<file path="config.mk">
export PLATFORM = sky130hd
export DESIGN_NAME = riscv_writeback_stage
export DESIGN_NICKNAME = d
export VERILOG_FILES = /design/src/rtl/riscv_writeback_stage.sv
export SDC_FILE = /design/constraint.sdc
export NUM_CORES = 1
export LEC_CHECK = 0
export ABC_CLOCK_PERIOD_IN_PS = 2800
export CAP_MARGIN = 20
export CELL_PAD_IN_SITES_DETAIL_PLACEMENT = 1
export CELL_PAD_IN_SITES_GLOBAL_PLACEMENT = 2
export CORE_MARGIN = 3
export CORE_UTILIZATION = 24
export DETAILED_ROUTE_END_ITERATION = 6
export MAX_ROUTING_LAYER = met4
export PLACE_DENSITY_LB_ADDON = 0.1
export SETUP_SLACK_MARGIN = 0.1
export SLEW_MARGIN = 20
export SYNTH_ARGS = -nofsm -noshare
export SYNTH_HDL_FRONTEND = slang
export SYNTH_SLANG_ARGS = --single-unit
</file>
<file path="constraint.sdc">
create_clock -name i_clk -period 2.8 [get_ports i_clk]
set_input_delay 0.84 -clock i_clk [delete_from_list [all_inputs] [get_ports i_clk]]
set_output_delay 0.84 -clock i_clk [all_outputs]
set_load 0.02 [all_outputs]
</file>
<file path="src/rtl/riscv_writeback_stage.sv">
// MEM/WB register and writeback stage: load alignment, source mux, regfile write.
// Optional retired-instruction counter enabled by RISCV_WB_INSTRET_EN.
module riscv_writeback_stage #(
  parameter int XLEN = 32
) (
  input  logic            i_clk,
  input  logic            i_rst,
  input  logic            i_mem_valid,
  output logic            o_mem_ready,
  input  logic            i_mem_rd_wen,
  input  logic [4:0]      i_mem_rd_addr,
  input  logic [1:0]      i_mem_wb_sel,
  input  logic [2:0]      i_mem_funct3,
  input  logic [XLEN-1:0] i_mem_alu_result,
  input  logic [XLEN-1:0] i_mem_pc_plus4,
  input  logic            i_dmem_rvalid,
  input  logic [XLEN-1:0] i_dmem_rdata,
  output logic            o_regfile_rd_wen,
  output logic [4:0]      o_regfile_rd_addr,
  output logic [XLEN-1:0] o_regfile_rd_data,
`ifdef RISCV_WB_INSTRET_EN
  output logic [63:0]     o_wb_instret,
`endif
  output logic            o_wb_retire
);

  typedef enum logic [1:0] {
    IDLE      = 2'd0,
    HOLD      = 2'd1,
    WAIT_LOAD = 2'd2
  } state_e;

  state_e            state_q, state_d;
  logic              rd_wen_q;
  logic [4:0]        rd_addr_q;
  logic [1:0]        wb_sel_q;
  logic [2:0]        funct3_q;
  logic [XLEN-1:0]   alu_q;
  logic [XLEN-1:0]   pc4_q;

  logic              fire;
  logic [XLEN-1:0]   shifted;
  logic [15:0]       half;
  logic [XLEN-1:0]   ld_data;
  logic [XLEN-1:0]   wb_data;

  assign o_mem_ready = (state_q != WAIT_LOAD) || i_dmem_rvalid;

  // Gating with reset keeps a pending load from writing in the reset cycle.
  assign fire = !i_rst &&
                ((state_q == HOLD) ||
                 (state_q == WAIT_LOAD && i_dmem_rvalid));

  assign shifted = i_dmem_rdata >> {alu_q[1:0], 3'b000};
  assign half    = alu_q[1] ? i_dmem_rdata[31:16] : i_dmem_rdata[15:0];

  always_comb begin
    ld_data = i_dmem_rdata;
    case (funct3_q)
      3'b000:  ld_data = {{24{shifted[7]}}, shifted[7:0]};
      3'b100:  ld_data = {24'd0, shifted[7:0]};
      3'b001:  ld_data = {{16{half[15]}}, half};
      3'b101:  ld_data = {16'd0, half};
      default: ld_data = i_dmem_rdata;
    endcase
  end

  always_comb begin
    wb_data = '0;
    case (wb_sel_q)
      2'b00:   wb_data = alu_q;
      2'b01:   wb_data = ld_data;
      2'b10:   wb_data = pc4_q;
      default: wb_data = '0;
    endcase
  end

  assign o_regfile_rd_wen  = fire && rd_wen_q && (rd_addr_q != 5'd0);
  assign o_regfile_rd_addr = rd_addr_q;
  assign o_regfile_rd_data = wb_data;
  assign o_wb_retire       = fire;

  always_comb begin
    state_d = state_q;
    if (o_mem_ready) begin
      if (!i_mem_valid)
        state_d = IDLE;
      else if (i_mem_wb_sel == 2'b01)
        state_d = WAIT_LOAD;
      else
        state_d = HOLD;
    end
  end

  always_ff @(posedge i_clk) begin
    if (i_rst) begin
      state_q   <= IDLE;
      rd_wen_q  <= 1'b0;
      rd_addr_q <= '0;
      wb_sel_q  <= '0;
      funct3_q  <= '0;
      alu_q     <= '0;
      pc4_q     <= '0;
    end else begin
      state_q <= state_d;
      if (o_mem_ready && i_mem_valid) begin
        rd_wen_q  <= i_mem_rd_wen;
        rd_addr_q <= i_mem_rd_addr;
        wb_sel_q  <= i_mem_wb_sel;
        funct3_q  <= i_mem_funct3;
        alu_q     <= i_mem_alu_result;
        pc4_q     <= i_mem_pc_plus4;
      end
    end
  end

`ifdef RISCV_WB_INSTRET_EN
  logic [63:0] instret_q;

  always_ff @(posedge i_clk) begin
    if (i_rst)
      instret_q <= '0;
    else if (o_wb_retire)
      instret_q <= instret_q + 64'd1;
  end

  assign o_wb_instret = instret_q;
`endif

endmodule

</file>
==> impl_metrics.toml <==
[pwr]
pwr-share-comb_pct = 25.1
switchingPower_mw = 0.9365
p_seq_share_pct = 36.6
vdd_drop_max_mv = 0.3035
p_clk_share_pct = 38.2
p_per_area_mw_per_mm2 = 504.9
p_int_mw = 2.350
p_leak_nw = 2.606
fin_total_pwr_mw = 3.287
swShare_pct = 28.49

[grt]
busiest_layer = "met2"
grt_max_degree = 78
gr-usage-met3_pct = 5.701
antenna_found_initial = 0
grt_usage_pct = 19.52
met2_usage_pct = 31.12
grt_pass1_vias = 4670
grt-ovfl-total = 0
grt_pass1_wl_um = 26380
use_met1_pct = 24.47

[placed_design]
postPlaceCellArea_mm2 = 0.005958
portBuffers = 150
place_hpwl_um = 12760
routabilityCongestion = 0.8729
placed_cells = 892

[timing]
skew_ns = 0.004639
maxSlewViolCount = 0
fin_crit_ns = 3.032
worst_slew_pin_slew_ns = 0.8841
post-route-period-util_pct = 108.3
slew_headroom_pct = 41.06
setup_viol = 23
rsz0062_at_grt = "yes"
max_freq_ghz = 0.3298
setup_slack_ns = -0.2325
hold_viol_final = 0
hold_slack_ns = 0.4564

[hold_path]
min_path_type = "flop to flop"
whs_path_depth = 2

[die]
dieArea_mm2 = 0.01806
core-area_mm2 = 0.01600
dieHeight_um = 134.4
io_pins = 151
rows = 46
initial_core_util_pct = 24.72
dieWidth_um = 134.4

[cells_and_area]
fillers = 1944
num_antenna_cells = 0
fin_util_pct = 40.69
stdcell_area_mm2 = 0.006510
final_net_count = 807
final_cell_mix = "nand2_1, clkdlybuf4s50_1, a21oi_1"
drive_gt1_share_pct = 24.82
area_delta_synth_final_pct = 64.60
layout_commonest_cell = "nand2_1"
layout.cells.non_filler = 917

[logic_synthesis]
synth-seq-cells = 77
synth_edf_count = 0
ys.flop_type = "dfxtp_1"
synth.top_cell.area_share_pct = 38.98
avgSynthCellArea_um2 = 7.519
syn_inst = 526
seq_area_frac_synth_pct = 38.98
synth_top_area_cell = "dfxtp_1"
synth_cell_types = 39
syn_nets = 637
netlist_top_cells_area = "dfxtp_1, nand2_1, a21oi_1"
synth-warning-count = 0
async_reset_ff_share_pct = 0
synthesis.area_mm2 = 0.003955

[cts]
cts_buffers = 9
clock-sinks = 77
worstSkewPairLatency_ns = 0.34
root_buffer = "clkbuf_16"
clkTransAtPathRegs_ns = 0.06
cts_buffer_depth = 2
cts-htree-levels = 3
cts_tree = "built"

[routing]
wire_per_inst_um = 18.95
drc = 0
dr.pass1.iters = 4
antenna_left = 0
vias = 4433
first_iter_violations = 167
via_per_inst = 4.834
wirelength_um = 17380

[worst_setup_path]
slowest_delay_ns = 0.48
crit_required_ns = 1.96
reg2reg_depth = 6
worstPathArrival_ns = 2.19
crit_chain = "buf_8, mux4_2, a21o_4, a221oi_2, o31ai_2, buf_4"
slowest_stage = "mux4_2"
crit_fanout = 7
path_class = "input pin to output pin"
start_kind = "input pin"
end_kind = "output pin"

[status]
status = "complete, but fails checks"
violations = "setup timing"

[flow_run]
drv_cap = 0
## worst paths after layout
| check | startpoint | end | slack [ns] |
|---|---|---|---|
| max | i_dmem_rdata[31] | o_regfile_rd_data[14] | -0.23 |
| min | alu_q[8] | alu_q[8] | 0.46 |
| max reg2reg | state_q[1] | alu_q[9] | 1.05 |
| min reg2reg | alu_q[8] | alu_q[8] | 0.46 |
## stage by stage
stage,setup TNS (ns),setup WS (ns)
final,-2.471,-0.2325
after detailed placement,-32.80,-1.150
after CTS,-2.467,-0.2508
after global routing,-3.211,-0.2692
after floorplan,0,0.05094
after global placement,-32.00,-1.116
## cell families (layout without fill, tap and decap cells)
group | count (synthesis) | after routing | share of synthesized area (%)
flops | 77 | 77 | 38.98
mux | 21 | 21 | 5.694
simple gates | 210 | 210 | 21.39
buf+inv | 53 | 228 | 6.263
compound gates | 165 | 165 | 27.68
## routing by layer
metal / vias to the layer above / wire length [µm]
met1: 2124 / 7776
met4: 0 / 280
met2: 122 / 8341
met5: - / 0
li1: 2170 / -
met3: 17 / 977
## synth_stat cells (5+ instances only)
| library cell | count |
|---|---|
| a21oi_1 | 79 |
| a221oi_1 | 7 |
| a22o_1 | 7 |
| a22oi_1 | 17 |
| a2bb2oi_1 | 5 |
| buf_2 | 15 |
| buf_4 | 6 |
| clkbuf_1 | 25 |
| dfxtp_1 | 77 |
| mux2i_1 | 18 |
| nand2_1 | 177 |
| nor2_1 | 7 |
| nor2b_1 | 6 |
| nor3_1 | 7 |
| o211ai_1 | 8 |
| o211ai_2 | 10 |
| o21ai_0 | 5 |
| o22ai_1 | 13 |
## critical path: cells and delay by family
kind                   cells  cell delay (ns)
AOI/OAI and AO/OA          3             0.60
buffers and inverters      2             0.27
muxes                      1             0.48
## registers in the layout, summed over array words and instances, names as in the netlist
name / count
alu_q: 32
funct3_q: 3
o_regfile_rd_addr: 5
pc4_q: 32
rd_wen_q: 1
state_q: 2
wb_sel_q: 2
## layout make-up
type | instances | area [µm²] | area share [%]
Multi-Input combinational cell | 396 | 2376 | 36.50
Tap cell | 216 | 270.3 | 4.151
Timing Repair Buffer | 207 | 1977 | 30.37
Inverter | 5 | 18.77 | 0.2883
Sequential cell | 77 | 1553 | 23.85
Clock inverter | 7 | 90.09 | 1.384
Clock buffer | 9 | 225.2 | 3.460
## power by group through the flow
stage / sequential (mW) / clock (mW) / combinational, mW
after floorplan: 1.21 / 0 / 0.373
after global placement: 1.23 / 0 / 0.785
after detailed placement: 1.23 / 0 / 0.791
after CTS: 1.21 / 1.29 / 0.809
after global routing: 1.21 / 1.33 / 0.891
final: 1.20 / 1.26 / 0.826
## timing repair
action / CTS / global route
setup buffers: 6 / 1
resized for setup: 273 / 39
gates cloned: 1 / 1
hold buffers: 0 / 0
setup endpoints to repair: 35 / 33
pin swaps: 19 / 19
No activity file was read; power rests on OpenSTA's default activity.
==> RTL edit 1, RTL diff (config.mk and constraints unchanged) <==
The option `RISCV_WB_INSTRET_EN` is turned on by a define.
--- a/src/rtl/riscv_writeback_stage.sv
+++ b/src/rtl/riscv_writeback_stage.sv
@@ -1,4 +1,6 @@
 // MEM/WB register and writeback stage: load alignment, source mux, regfile write.
 // Optional retired-instruction counter enabled by RISCV_WB_INSTRET_EN.
+`define RISCV_WB_INSTRET_EN
+
 module riscv_writeback_stage #(
   parameter int XLEN = 32
Formal check against the unedited RTL (old outputs only; new: o_wb_instret): equivalent (Yosys induction, for registers that start in step).
==> RTL edit 1 against the original RTL <==
- highest routed layer unchanged
- core utilization fell by 2.0 points
- final area grew 71%
- power is 64% higher
- clock power increased by 87%
- first-iteration DRC count is 80% higher
- area after synthesis grew 78%
- the flow still finishes with violations (negative setup slack)
- hold slack lost 0.0012 ns
- via count rose by 71%
- setup slack lost 0.057 ns
- global-route usage down 0.14 points
- sequential cell count grew 64
- wire length increased by 72%
==> RTL edit 1: results (changes against the original RTL) <==
metric	value	unit	change
grtUsageMet3	5.56	%	-0.15 points
vias	7567		+71%
setup_viol	30		+30%
ys_seq_area_share	40.1	%	+1.2 points
avgSynthCellArea	7.76	sq um	+3.2%
synth_xor_area_share	3.24	%	+3.2 points
synth_area_leaders	dfxtp_1 40%, nand2_1 10%, a21oi_1 9.3%		
cts_buffers	17		+8
grt.total_usage	19.4	%	-0.14 points
firstDrtPassIters	4		unchanged
dp.cells	1524		+71%
finalNonFillerCells	1581		+72%
insertion_delay	0.43	ns	+0.09 ns
tns	-6.06	ns	-3.59 ns
met3_wirelength	1970	um	+100%
status	finished with violations		
grt_pass1_vias	7733		+66%
drt-initial-drc-count	301		+80%
dp_hpwl	21800	um	+71%
antenna_found_initial	10		+10
drive_gt1_share	20.0	%	-4.9 points
grt_max_degree	91		+17%
cpLargestDelayFamily	buffers and inverters		
grt_use_met2	30.3	%	-0.80 points
synthTopCellsByCount	193 x nand2_1, 141 x dfxtp_1, 130 x a21oi_1		
synth_warnings	0		unchanged
dpl-instance-area	10100	sq um	+70%
postSynthNetCount	1018		+60%
nNetsFinal	1286		+59%
htree_num_levels	4		+1
muxShareOfSynthArea	2.88	%	-2.8 points
synthAdderAreaFrac	0.178	%	+0.18 points
worstPathArrival	2.25	ns	+0.06 ns
grt_pass1_wl	45900	um	+74%
leakagePower	0.00411	uW	+58%
fin_skew	0.0153	ns	+0.0107 ns
ys_types	59		+51%
violations	negative setup slack		
gr-usage-met1	25.0	%	+0.57 points
wl_met2	13800	um	+65%
port_buffers	214		+43%
gp_congestion	0.773		-11%
synth_compound_area_share	21.4	%	-6.2 points
wirelength	30000	um	+72%
post-place-ws	-1.33	ns	-0.179 ns
crit_fanout	8		+1
drt-met1-wl	13900	um	+79%
fin_ws	-0.290	ns	-0.0574 ns
ir_drop	246	uV	-19%
RTL edit 1: layout make-up:
cell class	count	area, sq um
Antenna cell	10	25.0
Fill cell	3393	17600
Clock inverter	15	174
Tap cell	384	480
Sequential cell	141	2830
Clock buffer	17	425
Inverter	17	66.3
Multi-Input combinational cell	684	4140
Timing Repair Buffer	313	3000
RTL edit 1: final timing paths:
path / startpoint / slack, ns / end / depth (start not counted)
min reg2reg: pc4_q[18] / 0.46 / pc4_q[18] / 2
max reg2reg: o_wb_instret[9] / 0.59 / o_wb_instret[63] / 6
max: i_dmem_rdata[31] / -0.29 / o_regfile_rd_data[26] / 8
min: pc4_q[18] / 0.46 / pc4_q[18] / 2
RTL edit 1: what timing repair did:
action                     CTS  global route
resized for setup          274            39
cloned                       1             0
setup buffers               10             4
hold buffers                 0             0
pin swaps                   21            17
setup endpoints to repair   35            33
RTL edit 1: report_power, final:
part	total, uW	internal [uW]	switching, uW
Sequential	2120	2070	48.7
Clock	2360	1280	1080
Combinational	916	458	458
==> RTL edit 2, RTL diff (config.mk and constraints unchanged) <==
Made on the original files. Encoding of `state_e`: now one-hot (3 bits for 3 states).
--- a/src/rtl/riscv_writeback_stage.sv
+++ b/src/rtl/riscv_writeback_stage.sv
@@ -25,8 +25,8 @@
 );
 
-  typedef enum logic [1:0] {
-    IDLE      = 2'd0,
-    HOLD      = 2'd1,
-    WAIT_LOAD = 2'd2
+  typedef enum logic [2:0] {
+    IDLE      = 3'b001,
+    HOLD      = 3'b010,
+    WAIT_LOAD = 3'b100
   } state_e;
 
Formal check against the unedited RTL: same outputs for any inputs over 10 cycles, from zero or initial values and one cycle with i_rst high; not proved beyond that.
==> RTL edit 2 against the original RTL <==
- the run still ends with negative setup slack left
- final area rose by 2.8%
- setup slack improved by 0.20 ns
- combinational power rose by 0.5%
- wire length rose by 1.2%
- power rose by 3.5%
- die area rose by 6.8%
- sequential cell count rose by 1
- area after synthesis rose by 7.1%
- highest routed layer unchanged
==> RTL edit 2: results (changes against the original RTL) <==
metric	value	unit	change
postSynthNetCount	672		+5.5%
synthTopCellsByCount	143 x nand2_1, 91 x a21oi_1, 78 x dfxtp_1		
status	finished with violations		
fin_skew	0.00655	ns	+0.00191 ns
hold_class	reg -> reg		
grt_pass1_wl	27300	um	+3.6%
cts.clk_slew.worst_paths	0.06	ns	about the same
dp.cells	930		+4.3%
ir_drop	280	uV	-7.6%
via_per_inst	4.78		-1.2%
port_buffers	150		unchanged
cts_buffers	9		unchanged
yosys_most_used_dff	dfxtp_1		
cts_root_buf	clkbuf_16		
gp_congestion	0.857		-1.8%
violations	negative setup slack		
vias	4539		+2.4%
synth_warnings	0		unchanged
insertion_delay	0.35	ns	
num-fill-cells	2026		+4.2%
avgSynthCellArea	7.55	sq um	+0.44%
synth_area_leaders	dfxtp_1 37%, nand2_1 13%, a21oi_1 11%		
grt_max_degree	79		+1.3%
antennaDiodeCount	0		unchanged
post_drt_wl_per_cell	18.5	um	-2.4%
leakagePower	0.00265	uW	+1.7%
htree_num_levels	3		unchanged
swShare	27.8	%	-0.65 points
crit_fanout	8		+1
fin_ws	-0.0361	ns	+0.196 ns
antenna_found_initial	0		unchanged
grt_pass1_vias	4922		+5.4%
drt-initial-drc-count	152		-9.0%
nNetsFinal	837		+3.7%
dpl-instance-area	6160	sq um	+3.5%
dp_hpwl	13100	um	+2.9%
async_flop_share	0	%	unchanged
cts.path.max_buffers	2		unchanged
drive_gt1_share	27.5	%	+2.7 points
grt.total_usage	18.4	%	-1.1 points
drcViolationCount	0		unchanged
setup_viol	18		-22%
slew_headroom	35.2	%	-5.9 points
firstDrtPassIters	4		unchanged
ys_seq_area_share	36.9	%	-2.1 points
ys_types	41		+5.1%
-- RTL edit 2: cell types whose count changed after synthesis, moves of 9 or more --
cell,unedited run,this run
a21oi_1,79,91
buf_6,1,10
nand2_1,177,143
nor2b_1,6,22
o21ai_0,5,18
a21oi_2,0,11
o211ai_2,10,0
a22oi_1,17,0
nand2_2,0,30
-- RTL edit 2: cells by family after synthesis --
group                  share of synthesized area [%]
AO/OA/AOI/OAI                                   26.6
flip-flops                                      36.9
buffers and inverters                           7.27
AND/OR/NAND/NOR                                 25.3
multiplexers                                    4.05
-- RTL edit 2: final timing paths --
| kind | cells past startpoint | slack [ns] | startpoint | end |
|---|---|---|---|---|
| max reg2reg | 6 | 1.01 | state_q[1] | pc4_q[19] |
| max | 7 | -0.04 | i_dmem_rdata[15] | o_regfile_rd_data[19] |
| min | 2 | 0.46 | alu_q[25] | alu_q[25] |
| min reg2reg | 2 | 0.46 | alu_q[25] | alu_q[25] |
-- RTL edit 2: metal layers --
metal  up-vias  routed length, um  GRT usage (%)
met5         -                  0              -
met4         0                280           5.46
met3        15                538           3.38
met2        99               8410           29.6
met1      2161               8350           23.8
li1       2264                  -              -
-- RTL edit 2: worst max-delay path: stages --
cell and delay [ns]:
buf_8 0.10, mux2_4 0.26, o211ai_1 0.18, buf_4 0.17
buf_6 0.13, o211ai_1 0.12, buf_4 0.18
-- RTL edit 2: power by group through the flow --
stage          Sequential, uW  Combinational [uW]  Clock, uW
2_1_floorplan            1220                 381          0
3_3_place_gp             1240                 792          0
4_1_cts                  1220                 806       1390
6_report                 1210                 830       1360
5_1_grt                  1220                 893       1440
3_5_place_dp             1240                 798          0
-- RTL edit 2: metrics by stage --
| stage | hold WS, ns | setup TNS, ns | setup WS (ns) | power, uW |
|---|---|---|---|---|
| final | 0.456 | -0.312 | -0.0361 | 3400 |
| after global placement | 0.444 | -26.45 | -0.951 | 2030 |
| after detailed placement | 0.446 | -27.25 | -1.00 | 2040 |
| after floorplan | 0.432 | 0 | 0.0912 | 1610 |
| after global routing | 0.469 | -1.07 | -0.0979 | 3560 |
| after CTS | 0.454 | -0.645 | -0.128 | 3410 |
-- RTL edit 2: timing repair --
item,in CTS,in global routing
pin swaps,17,32
setup endpoints to repair,35,34
gates resized for setup,276,63
buffers inserted,2,3
gates cloned,1,0
-- RTL edit 2: final cells by class --
type	count	area, sq um	area share (%)
multi-input combinational	428	2560	38.3
timing repair buffer	203	1920	28.7
sequential	78	1570	23.5
tap	220	275	4.11
clock buffer	9	225	3.37
clock inverter	6	111	1.66
inverter	6	22.5	0.337
